[config.mk]
export PLATFORM = sky130hd
export DESIGN_NAME = johnson_step_sequencer
export DESIGN_NICKNAME = d
export VERILOG_FILES = /design/src/rtl/johnson_seq_pkg.sv /design/src/rtl/johnson_ring.sv /design/src/rtl/johnson_step_sequencer.sv
export SDC_FILE = /design/constraint.sdc
export NUM_CORES = 1
export LEC_CHECK = 0
export CAP_MARGIN = 0
export CORE_MARGIN = 2
export CORE_UTILIZATION = 65
export CTS_BUF_LIST = sky130_fd_sc_hd__clkbuf_4 sky130_fd_sc_hd__clkbuf_8
export CTS_CLUSTER_DIAMETER = 100
export CTS_CLUSTER_SIZE = 14
export DETAILED_ROUTE_END_ITERATION = 16
export DONT_BUFFER_PORTS = 1
export PLACE_DENSITY_LB_ADDON = 0.3
export SYNTH_ARGS = -nofsm -noshare
export SYNTH_HDL_FRONTEND = slang
export SYNTH_SLANG_ARGS = --single-unit
[constraint.sdc]
create_clock -name clk -period 2.65 [get_ports clk]
set_input_delay 0.265 -clock clk [delete_from_list [all_inputs] [get_ports clk]]
set_output_delay 0.265 -clock clk [all_outputs]
set_load 0.1 [all_outputs]
[src/rtl/johnson_seq_pkg.sv]
// Shared types and defaults for the Johnson-ring step sequencer.
// Optional build macro JSEQ_IDLE_DEENERGIZE_EN is consumed by the top level only.
package johnson_seq_pkg;

   typedef enum logic [1:0] {
      ST_IDLE = 2'd0,
      ST_RUN  = 2'd1,
      ST_DONE = 2'd2
   } state_t;

   localparam logic DIR_FWD = 1'b1;
   localparam logic DIR_REV = 1'b0;

   localparam int PHASES_DEF = 4;
   localparam int CNT_W_DEF  = 16;
   localparam int DIV_W_DEF  = 16;

endpackage

[src/rtl/johnson_ring.sv]
// Bidirectional Johnson-code ring register; steps once per cycle when step_en is high.
// Pure datapath with asynchronous active-low clear, no sequencing logic.
module johnson_ring
   import johnson_seq_pkg::*;
#(
   parameter int PHASES = PHASES_DEF
) (
   input  logic              clk,
   input  logic              rst_n,
   input  logic              step_en,
   input  logic              dir,
   output logic [PHASES-1:0] phase
);

   logic [PHASES-1:0] ring_reg;
   logic [PHASES-1:0] ring_next;
   logic [PHASES-1:0] fwd_next;
   logic [PHASES-1:0] rev_next;

   // Forward shifts toward the MSB feeding ~MSB into bit 0; reverse mirrors it.
   generate
      for (genvar gi = 0; gi < PHASES; gi++) begin : g_bit
         if (gi == 0) begin : g_lsb
            assign fwd_next[gi] = ~ring_reg[PHASES-1];
         end else begin : g_fwd
            assign fwd_next[gi] = ring_reg[gi-1];
         end
         if (gi == PHASES-1) begin : g_msb
            assign rev_next[gi] = ~ring_reg[0];
         end else begin : g_rev
            assign rev_next[gi] = ring_reg[gi+1];
         end
      end
   endgenerate

   always_comb begin
      ring_next = ring_reg;
      if (step_en) begin
         ring_next = (dir == DIR_FWD) ? fwd_next : rev_next;
      end
   end

   always_ff @(posedge clk or negedge rst_n) begin
      if (!rst_n) begin
         ring_reg <= '0;
      end else begin
         ring_reg <= ring_next;
      end
   end

   assign phase = ring_reg;

endmodule

[src/rtl/johnson_step_sequencer.sv]
// Command-driven move controller: FSM, step-period divider and step counter around johnson_ring.
// Define JSEQ_IDLE_DEENERGIZE_EN to blank phase_out outside RUN while the ring keeps its position.
module johnson_step_sequencer
   import johnson_seq_pkg::*;
#(
   parameter int PHASES = PHASES_DEF,
   parameter int CNT_W  = CNT_W_DEF,
   parameter int DIV_W  = DIV_W_DEF
) (
   input  logic              clk,
   input  logic              rst_n,
   input  logic              cmd_valid,
   output logic              cmd_ready,
   input  logic [CNT_W-1:0]  cmd_steps,
   input  logic              cmd_dir,
   input  logic [DIV_W-1:0]  cmd_period,
   input  logic              abort,
   output logic [PHASES-1:0] phase_out,
   output logic              busy,
   output logic              done,
   output logic              aborted,
   output logic [CNT_W-1:0]  steps_left
);

   state_t             state_reg, state_next;
   logic [CNT_W-1:0]   steps_left_reg, steps_left_next;
   logic [DIV_W-1:0]   div_cnt_reg, div_cnt_next;
   logic [DIV_W-1:0]   period_reg, period_next;
   logic               dir_reg, dir_next;
   logic               aborted_reg, aborted_next;
   logic               step_en;
   logic [PHASES-1:0]  ring_phase;

   always_comb begin
      state_next      = state_reg;
      steps_left_next = steps_left_reg;
      div_cnt_next    = div_cnt_reg;
      period_next     = period_reg;
      dir_next        = dir_reg;
      aborted_next    = aborted_reg;
      step_en         = 1'b0;

      case (state_reg)
         ST_IDLE: begin
            // abort has no meaning here; a valid command is always taken
            if (cmd_valid) begin
               dir_next        = cmd_dir;
               period_next     = cmd_period;
               steps_left_next = cmd_steps;
               div_cnt_next    = cmd_period;
               aborted_next    = 1'b0;
               state_next      = (cmd_steps == '0) ? ST_DONE : ST_RUN;
            end
         end
         ST_RUN: begin
            if (abort) begin
               aborted_next = 1'b1;
               state_next   = ST_DONE;
            end else if (div_cnt_reg == '0) begin
               step_en         = 1'b1;
               steps_left_next = steps_left_reg - CNT_W'(1);
               div_cnt_next    = period_reg;
               if (steps_left_reg == CNT_W'(1)) begin
                  state_next = ST_DONE;
               end
            end else begin
               div_cnt_next = div_cnt_reg - DIV_W'(1);
            end
         end
         ST_DONE: begin
            state_next = ST_IDLE;
         end
         default: begin
            state_next = ST_IDLE;
         end
      endcase
   end

   always_ff @(posedge clk or negedge rst_n) begin
      if (!rst_n) begin
         state_reg      <= ST_IDLE;
         steps_left_reg <= '0;
         div_cnt_reg    <= '0;
         period_reg     <= '0;
         dir_reg        <= DIR_REV;
         aborted_reg    <= 1'b0;
      end else begin
         state_reg      <= state_next;
         steps_left_reg <= steps_left_next;
         div_cnt_reg    <= div_cnt_next;
         period_reg     <= period_next;
         dir_reg        <= dir_next;
         aborted_reg    <= aborted_next;
      end
   end

   johnson_ring #(
      .PHASES (PHASES)
   ) u_ring (
      .clk     (clk),
      .rst_n   (rst_n),
      .step_en (step_en),
      .dir     (dir_reg),
      .phase   (ring_phase)
   );

   assign cmd_ready  = (state_reg == ST_IDLE);
   assign busy       = (state_reg == ST_RUN);
   assign done       = (state_reg == ST_DONE);
   assign aborted    = aborted_reg;
   assign steps_left = steps_left_reg;

`ifdef JSEQ_IDLE_DEENERGIZE_EN
   assign phase_out = (state_reg == ST_RUN) ? ring_phase : '0;
`else
   assign phase_out = ring_phase;
`endif

endmodule

==> flow_summary_export.csv, run 1 <==
group,metric,value,unit
detailed_routing,route.detailed.drc,0,
synthesis,yosys-top-cells-count,"nand2_1 (85), dfrtp_1 (56), a21oi_1 (35)",
floorplan,dieHeight,74.4,um
cts,cts_resized,0,
cells_and_area,syn2layout_area_growth,12.2,%
grt,antenna_found_initial,0,
sta,tightest_slew,936,ps
hold_path,hp-start,"cmd_period[11]",
cts,cts_tree,"done",
sta,relSlewSlack,37.6,%
synthesis,synth_flop_cell,"dfrtp_1",
cts,cts_root_buf,"clkbuf_8",
synthesis,synth_seq_cells,56,
synthesis,synth.top_cell.area_share,43.5,%
worst_setup_path,rr_worst_depth,5,
cts,clock-sinks,56,
worst_setup_path,cp.required,2850,ps
grt,grt_start_max_net_pins,57,
pwr,leakagePower,0.00155,uW
hold_path,min_to,"period_reg[11]$_DFFE_PN0P_",
sta,fin_tns_setup,0,ps
cells_and_area,drive_gt1_share,13.3,%
placed_design,place_congestion,1.02,
sta,finalHoldViolations,0,
worst_setup_path,r2r-start,"div_cnt_reg[8]$_DFFE_PN0P_",
sta,period_share,88.8,%
detailed_routing,drt_wl_total,8750,um
floorplan,core-area,4750,um^2
pwr,max-vdd-ir-drop,1.10,mV
synthesis,syn_area_per_cell,8.28,um^2
placed_design,hpwl,6160,um
sta,clock_skew,7.99,ps
worst_setup_path,cp_max_fo,10,
detailed_routing,avgRoutedWirePerCell,18.2,um
sta,drv_slew,0,
synthesis,synth_edf_count,0,
synthesis,seq_area_frac_synth,43.5,%
sta,setup_viol,0,
worst_setup_path,rrSetupSlack,300,ps
floorplan,die_area,5530,um^2
run_status,outcome,"finished, final reports clean",
sta,finalCriticalPeriod,2350,ps
cts,clk_pin_slew,100,ps
cts,post_cts_buffers,0,
sta,rsz0062_at_grt,"false",
floorplan,rows,25,
flow_run,cap_violations,0,
grt,grt_overflow,0,
detailed_routing,final_antenna_net_count,0,
cells_and_area,nNetsFinal,453,
synthesis,yosys.cell_count.top_type,"nand2_1",
grt,grt_pass1_wl,14300,um
detailed_routing,num_vias,3150,
synthesis,async_flop_share,100,%
pwr,power_density,1450,nW/um^2
floorplan,dieWidth,74.4,um
floorplan,num_io_pins,61,
worst_setup_path,r2r_end,"steps_left[8]$_DFFE_PN0P_",
worst_setup_path,critPathArrivalTime,2550,ps
detailed_routing,via_per_inst,6.56,
floorplan,start_util,67.7,%
pwr,finalPower,5220,uW
cts,htreeDepth,2,
sta,fmax,425,MHz
synthesis,syn-num-nets,430,
synthesis,synthCells,389,
cts,cts_buffer_depth,2,
hold_path,hold_depth,2,
synthesis,synth_area_leaders,"dfrtp_1 (44%), nand2_1 (9.9%), a21oi_1 (5.4%)",
synthesis,ys_types,52,
hold_path,hold_path_class,"in -> reg",
cts,numCtsBuffers,5,
worst_setup_path,cp-end-kind,"register",
placed_design,port_buffers,0,
detailed_routing,drtIter0Drc,331,
detailed_routing,dr.pass1.iters,5,
grt,grt_util_all_layers,33.6,%
synthesis,mappedNetlistArea,3220,um^2
synthesis,yosysTopAreaCell,"dfrtp_1",
cts,clkLatencyLatePin,310,ps
synthesis,yosys_warnings,0,
cells_and_area,nFillCells,362,
grt,grt_pass1_vias,3060,
cells_and_area,antenna_cells,0,
worst_setup_path,worstSetupStartpointType,"register",
worst_setup_path,critPathKind,"reg -> reg",
-- cells in the final DEF (no fill, tap or decap), drive strengths merged, types with 6 or more instances in the layout --
cell type,instances
a21oi,35
o22ai,6
nand2,86
clkbuf,6
nand3,11
o21ai,32
buf,33
o211ai,10
nor4,10
nor3,9
nor2,25
inv,11
mux2i,9
dfrtp,56
nand2b,6
or3,6
a31oi,8
-- critical path, cell delays in order (launching register included) --
cell and delay [ps]:
dfrtp_1 480, or4_1 570, nor4b_1 510, nand3_2 280, o211ai_1 280, o21ai_0 120
-- cell type report --
type | instances | area [um^2] | share of cell area (%)
repair buffers | 34 | 278 | 7.69
flip-flops and latches | 56 | 1400 | 38.8
multi-input cells | 304 | 1710 | 47.4
clock inverters | 2 | 15.0 | 0.416
clock buffers | 6 | 82.6 | 2.29
inverters | 11 | 41.3 | 1.14
well taps | 67 | 83.8 | 2.32
-- what timing repair did --
action                                  4_1_cts  5_1_grt
endpoints found under the setup margin        0        0
endpoints found under the hold margin        56        0
hold buffers                                  2        0
-- how the worst max path moves through the flow --
stage	from	cells after the start	slack (ps)	end
after floorplan	steps_left[8]$_DFFE_PN0P_	5	170	steps_left[15]$_DFFE_PN0P_
after CTS	div_cnt_reg[8]$_DFFE_PN0P_	5	340	steps_left[8]$_DFFE_PN0P_
final	div_cnt_reg[8]$_DFFE_PN0P_	5	300	steps_left[8]$_DFFE_PN0P_
after global placement	div_cnt_reg[10]$_DFFE_PN0P_	5	540	steps_left[8]$_DFFE_PN0P_
after detailed placement	div_cnt_reg[10]$_DFFE_PN0P_	5	360	steps_left[8]$_DFFE_PN0P_
after global routing	div_cnt_reg[10]$_DFFE_PN0P_	5	200	steps_left[8]$_DFFE_PN0P_
-- cell families after synthesis --
logic type	share of synthesized area (%)
multiplexers	2.80
AO/OA/AOI/OAI	21.2
flip-flops	43.5
XOR/XNOR	1.36
buffers and inverters	3.50
AND/OR/NAND/NOR	26.1
adder cells (fa/ha/maj)	1.55
-- metrics by stage --
stage | instance area [um^2] | std cells | hold slack, ps | util (%) | worst slack, ps
detailed placement | 3480 | 470 | -28.8 | 73.1 | 356
global placement | 3480 | 470 | -28.6 | 73.1 | 543
finish | 3610 | 480 | 49.3 | 76.0 | 298
floorplan | 3220 | 389 | -30.6 | - | 173
CTS | 3610 | 480 | 46.4 | 76.0 | 337
global route | 3610 | 480 | 57.7 | 76.0 | 197
-- per-layer routing --
| layer | GRT usage [%] | vias up | share of wire, % |
|---|---|---|---|
| met5 | 0 | - | 0 |
| met3 | 9.62 | 25 | 9.1 |
| met1 | 42.5 | 1493 | 40 |
| met4 | 10.3 | 0 | 2.5 |
| li1 | - | 1442 | - |
| met2 | 55.9 | 190 | 49 |
-- power breakdown --
| part | internal [uW] | total (uW) | switching, uW |
|---|---|---|---|
| Clock | 212 | 497 | 285 |
| Sequential | 1240 | 1690 | 448 |
| Combinational | 845 | 3040 | 2190 |
Note: power is estimated with default switching activity, not from simulation.
==> run 2: changes to the inputs <==
- PLACE_DENSITY: default -> 0.81
- PLACE_DENSITY_LB_ADDON: 0.3 -> default
- clock period: 2.65 -> 2.5 ns (I/O delays scaled with it)
==> run 2 against run 1 <==
Net effect: first-iteration DRC count shrank 6.9%; wire length decreased by 8.3%; clock-buffer cell count decreased by 1; non-clock buffer count rose by 2; sequential share of layout area down 0.12 points; die area unchanged; via count is 4.4% lower.
==> flow_summary_export.csv, run 2 (synthesis gave the netlist of run 1 again) <==
group,metric,value,unit
run_status,outcome,"finished, final reports clean",
worst_setup_path,slowest_stage,"nor4_2",
grt,grt_start_max_net_pins,57,
detailed_routing,via_per_inst,6.24,
sta,finalCriticalPeriod,2270,ps
detailed_routing,num_vias,3010,
floorplan,rows,25,
sta,finalHoldViolations,0,
worst_setup_path,cp.required,2750,ps
worst_setup_path,path_delay_family,"simple AND/OR/NAND/NOR gates",
sta,relSlewSlack,37.4,%
cells_and_area,layout_common_cells,"nand2_1 (85), dfrtp_1 (56), a21oi_1 (35)",
sta,tightest_slew,939,ps
cells_and_area,mostFrequentLayoutCell,"nand2_1",
pwr,power_density,1510,nW/um^2
cts,clock-sinks,56,
floorplan,dieHeight,74.4,um
floorplan,dieWidth,74.4,um
cells_and_area,ff_latch_area,1400,um^2
detailed_routing,drt_wl_total,8020,um
cts,htreeDepth,2,
floorplan,num_io_pins,61,
cells_and_area,drive_gt1_share,13.7,%
grt,grt_util_all_layers,31.2,%
worst_setup_path,critical_path_depth,6,
detailed_routing,dr.pass1.iters,5,
sta,fmax,441,MHz
grt,grt_overflow,0,
worst_setup_path,cp.buffers_inverters,1,
worst_setup_path,critPathKind,"reg -> reg",
detailed_routing,final_antenna_net_count,0,
worst_setup_path,cp-end-kind,"register",
hold_path,hold_path_class,"in -> reg",
worst_setup_path,worstPathCellList,"nor4_2, nand3b_1, o21ai_1, buf_4, o21ai_0, a2bb2oi_1",
cells_and_area,antenna_cells,0,
sta,clock_skew,11.7,ps
sta,fin_tns_setup,0,ps
cts,clk_pin_slew,100,ps
cts,cts_root_buf,"clkbuf_8",
worst_setup_path,rr_worst_depth,6,
hold_path,hold_depth,2,
grt,antenna_found_initial,0,
worst_setup_path,worstSetupStartpointType,"register",
cts,cts_tree,"done",
grt,grt_pass1_vias,2871,
grt,grt_pass1_wl,13400,um
floorplan,core-area,4750,um^2
worst_setup_path,cp_max_fo,22,
sta,drv_slew,0,
cells_and_area,syn2layout_area_growth,12.6,%
placed_design,place_congestion,0.928,
detailed_routing,route.detailed.drc,0,
cts,numCtsBuffers,5,
detailed_routing,drtIter0Drc,308,
worst_setup_path,critPathArrivalTime,2510,ps
sta,setup_viol,0,
floorplan,start_util,67.7,%
pwr,leakagePower,0.00156,uW
cells_and_area,nNetsFinal,455,
pwr,max-vdd-ir-drop,1.22,mV
flow_run,cap_violations,0,
cells_and_area,instances_no_fill,482,
cts,cts_resized,0,
cts,cts_buffer_depth,2,
placed_design,port_buffers,0,
cells_and_area,nFillCells,357,
pwr,finalPower,5460,uW
placed_design,dp.cells,472,
worst_setup_path,worst_path_largest_cell_delay,540,ps
sta,period_share,90.8,%
placed_design,hpwl,5750,um
cts,clkLatencyLatePin,320,ps
sta,rsz0062_at_grt,"false",
detailed_routing,avgRoutedWirePerCell,16.6,um
cells_and_area,multi_input_area,1710,um^2
floorplan,die_area,5530,um^2
run 2: area by class of cell:
type | count | share of cell area [%]
Multi-Input combinational cell | 304 | 47.2
Tap cell | 67 | 2.31
Clock inverter | 3 | 0.691
Clock buffer | 5 | 1.90
Sequential cell | 56 | 38.7
Timing Repair Buffer | 36 | 8.08
Inverter | 11 | 1.14
run 2: stage by stage:
step / hold WS, ps / setup slack [ps] / instance area (um^2) / utilization [%]
final: 32.4 / 231 / 3620 / 76.2
after global placement: -44.3 / 355 / 3490 / 73.4
after CTS: 27.9 / 289 / 3620 / 76.2
after global routing: 28.7 / 17.8 / 3620 / 76.2
after detailed placement: -44.1 / 313 / 3490 / 73.4
after floorplan: -45.6 / 23.4 / 3220 / -
run 2: worst paths after layout:
kind                                                  start                    endpoint  slack [ps]
worst max-delay path            div_cnt_reg[10]$_DFFE_PN0P_  steps_left[11]$_DFFE_PN0P_         230
worst min register to register    period_reg[4]$_DFFE_PN0P_   period_reg[4]$_DFFE_PN0P_         490
max in group asynchronous                             rst_n         dir_reg$_DFFE_PN0P_        1820
worst min-delay path                          cmd_period[6]   period_reg[6]$_DFFE_PN0P_          30
min in group asynchronous                             rst_n   period_reg[9]$_DFFE_PN0P_         450
worst max register to register  div_cnt_reg[10]$_DFFE_PN0P_  steps_left[11]$_DFFE_PN0P_         230
run 2: per-layer routing:
layer | share of wire [%] | track usage, % | up-vias
li1 | - | - | 1448
met5 | 0 | 0 | -
met4 | 2.3 | 11.7 | 0
met3 | 6.9 | 6.23 | 21
met2 | 49 | 51.0 | 135
met1 | 42 | 41.1 | 1406
run 2: report_power, final:
part	leakage, uW	internal, uW	total (uW)	switching [uW]
sequential	0.000673	1320	1780	464
combinational	0.000847	896	3160	2270
clock	0.0000452	205	520	315
total	0.00156	2420	5460	3040
run 2: what timing repair did:
item                                    in CTS  in global routing
hold buffers                                 2                  0
hold endpoints to repair                    56                  0
endpoints found under the setup margin       0                  0
setup buffers                                0                  0
==> run 3: changes to the inputs <==
- HOLD_SLACK_MARGIN: default -> 0.15
==> run 3 against run 2 <==
Net effect: combinational power up 2%; clock-buffer cell count unchanged; fmax up 0.63%; worst hold slack better by 120 ps; final cell count up 4.8%; via count up 4.5%; setup slack better by 14 ps; critical path depth unchanged; critical endpoint unchanged; largest power group unchanged.
==> flow_summary_export.csv, run 3 (synthesis gave the netlist of run 1 again) <==
group,metric,value,unit
run_status,outcome,"finished, final reports clean",
sta,tightest_slew,939,ps
grt,grt_util_all_layers,32.7,%
pwr,power_density,1440,nW/um^2
detailed_routing,final_antenna_net_count,0,
sta,setup_ws,245,ps
cts,clkLatencyLatePin,320,ps
floorplan,num_io_pins,61,
cts,hold_buffers,25,
sta,finalCriticalPeriod,2260,ps
placed_design,port_buffers,0,
hold_path,min_to,"steps_left[8]$_DFFE_PN0P_",
pwr,leakagePower,0.00166,uW
worst_setup_path,rr_worst_depth,6,
cells_and_area,fin_area,3850,um^2
cells_and_area,antenna_cells,0,
pwr,max-vdd-ir-drop,1.23,mV
worst_setup_path,rrSetupSlack,240,ps
sta,period_share,90.2,%
pwr,sw_frac_of_total,55.9,%
cts,cts_resized,0,
sta,finalHoldViolations,0,
placed_design,dp.cells,472,
floorplan,start_util,67.7,%
detailed_routing,drt_wl_total,8450,um
hold_path,hp-start,"cmd_steps[8]",
cts,cts_buffer_depth,2,
cells_and_area,syn2layout_area_growth,19.7,%
pwr,intPower,2440,uW
worst_setup_path,cp.required,2740,ps
detailed_routing,dr.pass1.iters,4,
cts,clock-sinks,56,
cells_and_area,ff_latch_area,1400,um^2
hold_path,hold_path_class,"in -> reg",
sta,drv_slew,0,
floorplan,die_area,5530,um^2
sta,fin_tns_setup,0,ps
detailed_routing,drtIter0Drc,395,
grt,grt_overflow,0,
hold_path,hold_depth,2,
placed_design,place_congestion,0.928,
worst_setup_path,critPathKind,"reg -> reg",
flow_run,cap_violations,0,
worst_setup_path,r2r-start,"div_cnt_reg[10]$_DFFE_PN0P_",
cts,cts_root_buf,"clkbuf_8",
worst_setup_path,cp-end-kind,"register",
cells_and_area,fin_util,81.1,%
sta,relSlewSlack,37.4,%
cts,post_cts_buffers,0,
cells_and_area,mostFrequentLayoutCell,"nand2_1",
detailed_routing,avgRoutedWirePerCell,16.7,um
worst_setup_path,worstSetupStartpointType,"register",
sta,fmax,443,MHz
detailed_routing,route.detailed.drc,0,
sta,rsz0062_at_grt,"false",
grt,grt_pass1_vias,2998,
worst_setup_path,r2r_end,"steps_left[11]$_DFFE_PN0P_",
placed_design,placed_area,3490,um^2
cells_and_area,nFillCells,325,
grt,antenna_found_initial,0,
floorplan,dieHeight,74.4,um
cells_and_area,multi_input_area,1710,um^2
floorplan,core-area,4750,um^2
cells_and_area,instances_no_fill,505,
cells_and_area,nNetsFinal,478,
cells_and_area,drive_gt1_share,13.0,%
pwr,pwr-share-seq,32.3,%
cts,numCtsBuffers,5,
placed_design,hpwl,5750,um
pwr,pwr-share-clk,9.5,%
sta,setup_viol,0,
worst_setup_path,critPathArrivalTime,2500,ps
floorplan,dieWidth,74.4,um
grt,grt_pass1_wl,14000,um
cts,clk_pin_slew,110,ps
detailed_routing,via_per_inst,6.23,
placed_design,dpl_worst_slack,313,ps
cells_and_area,layout_common_cells,"nand2_1 (85), dfrtp_1 (56), a21oi_1 (35)",
grt,grt_start_max_net_pins,57,
worst_setup_path,cp_max_fo,22,
detailed_routing,num_vias,3145,
pwr,combPwrFrac,58.3,%
cts,htreeDepth,2,
sta,clock_skew,11.5,ps
pwr,p_sw,3090,uW
cts,cts_tree,"done",
floorplan,rows,25,
[run 3: layout make-up]
cell class,instances,area share [%]
Clock buffer,5,1.79
Sequential cell,56,36.4
Clock inverter,3,0.649
Multi-Input combinational cell,304,44.4
Timing Repair Buffer,59,13.6
Tap cell,67,2.18
Inverter,11,1.07
[run 3: stage by stage]
stage | hold WS, ps | total power, uW
after floorplan | -45.6 | 4180
after CTS | 150 | 5470
after global placement | -44.3 | 4830
after global routing | 157 | 5850
final | 152 | 5530
after detailed placement | -44.1 | 4890
[run 3: power groups by stage]
stage               Clock (uW)  Combinational (uW)  Sequential, uW
floorplan                    0                1580            2610
global route               567                3450            1830
global placement             0                3060            1770
detailed placement           0                3110            1770
CTS                        530                3180            1770
finish                     524                3220            1780
[run 3: worst max-delay path by stage]
| stage | from | endpoint | slack (ps) | cells after the start |
|---|---|---|---|---|
| floorplan | steps_left[8]$_DFFE_PN0P_ | steps_left[15]$_DFFE_PN0P_ | 20 | 5 |
| global placement | div_cnt_reg[10]$_DFFE_PN0P_ | steps_left[8]$_DFFE_PN0P_ | 350 | 5 |
| detailed placement | div_cnt_reg[10]$_DFFE_PN0P_ | steps_left[8]$_DFFE_PN0P_ | 310 | 5 |
| CTS | div_cnt_reg[10]$_DFFE_PN0P_ | steps_left[11]$_DFFE_PN0P_ | 290 | 6 |
| global route | div_cnt_reg[2]$_DFFE_PN0P_ | steps_left[11]$_DFFE_PN0P_ | 30 | 6 |
| finish | div_cnt_reg[10]$_DFFE_PN0P_ | steps_left[11]$_DFFE_PN0P_ | 240 | 6 |
[run 3: critical path, cell delays in order (launching register included)]
cell,delay [ps]
dfrtp_1,430
nor4_2,520
nand3b_1,370
o21ai_1,280
buf_4,280
o21ai_0,120
a2bb2oi_1,170
[run 3: metal layers]
layer | GRT usage [%] | wire length, um | up-vias | share of wire [%]
li1 | - | - | 1490 | -
met1 | 42.5 | 3460 | 1492 | 41
met2 | 54.7 | 4220 | 142 | 50
met3 | 6.37 | 584 | 21 | 6.9
met4 | 11.9 | 177 | 0 | 2.1
met5 | 0 | 0 | - | 0
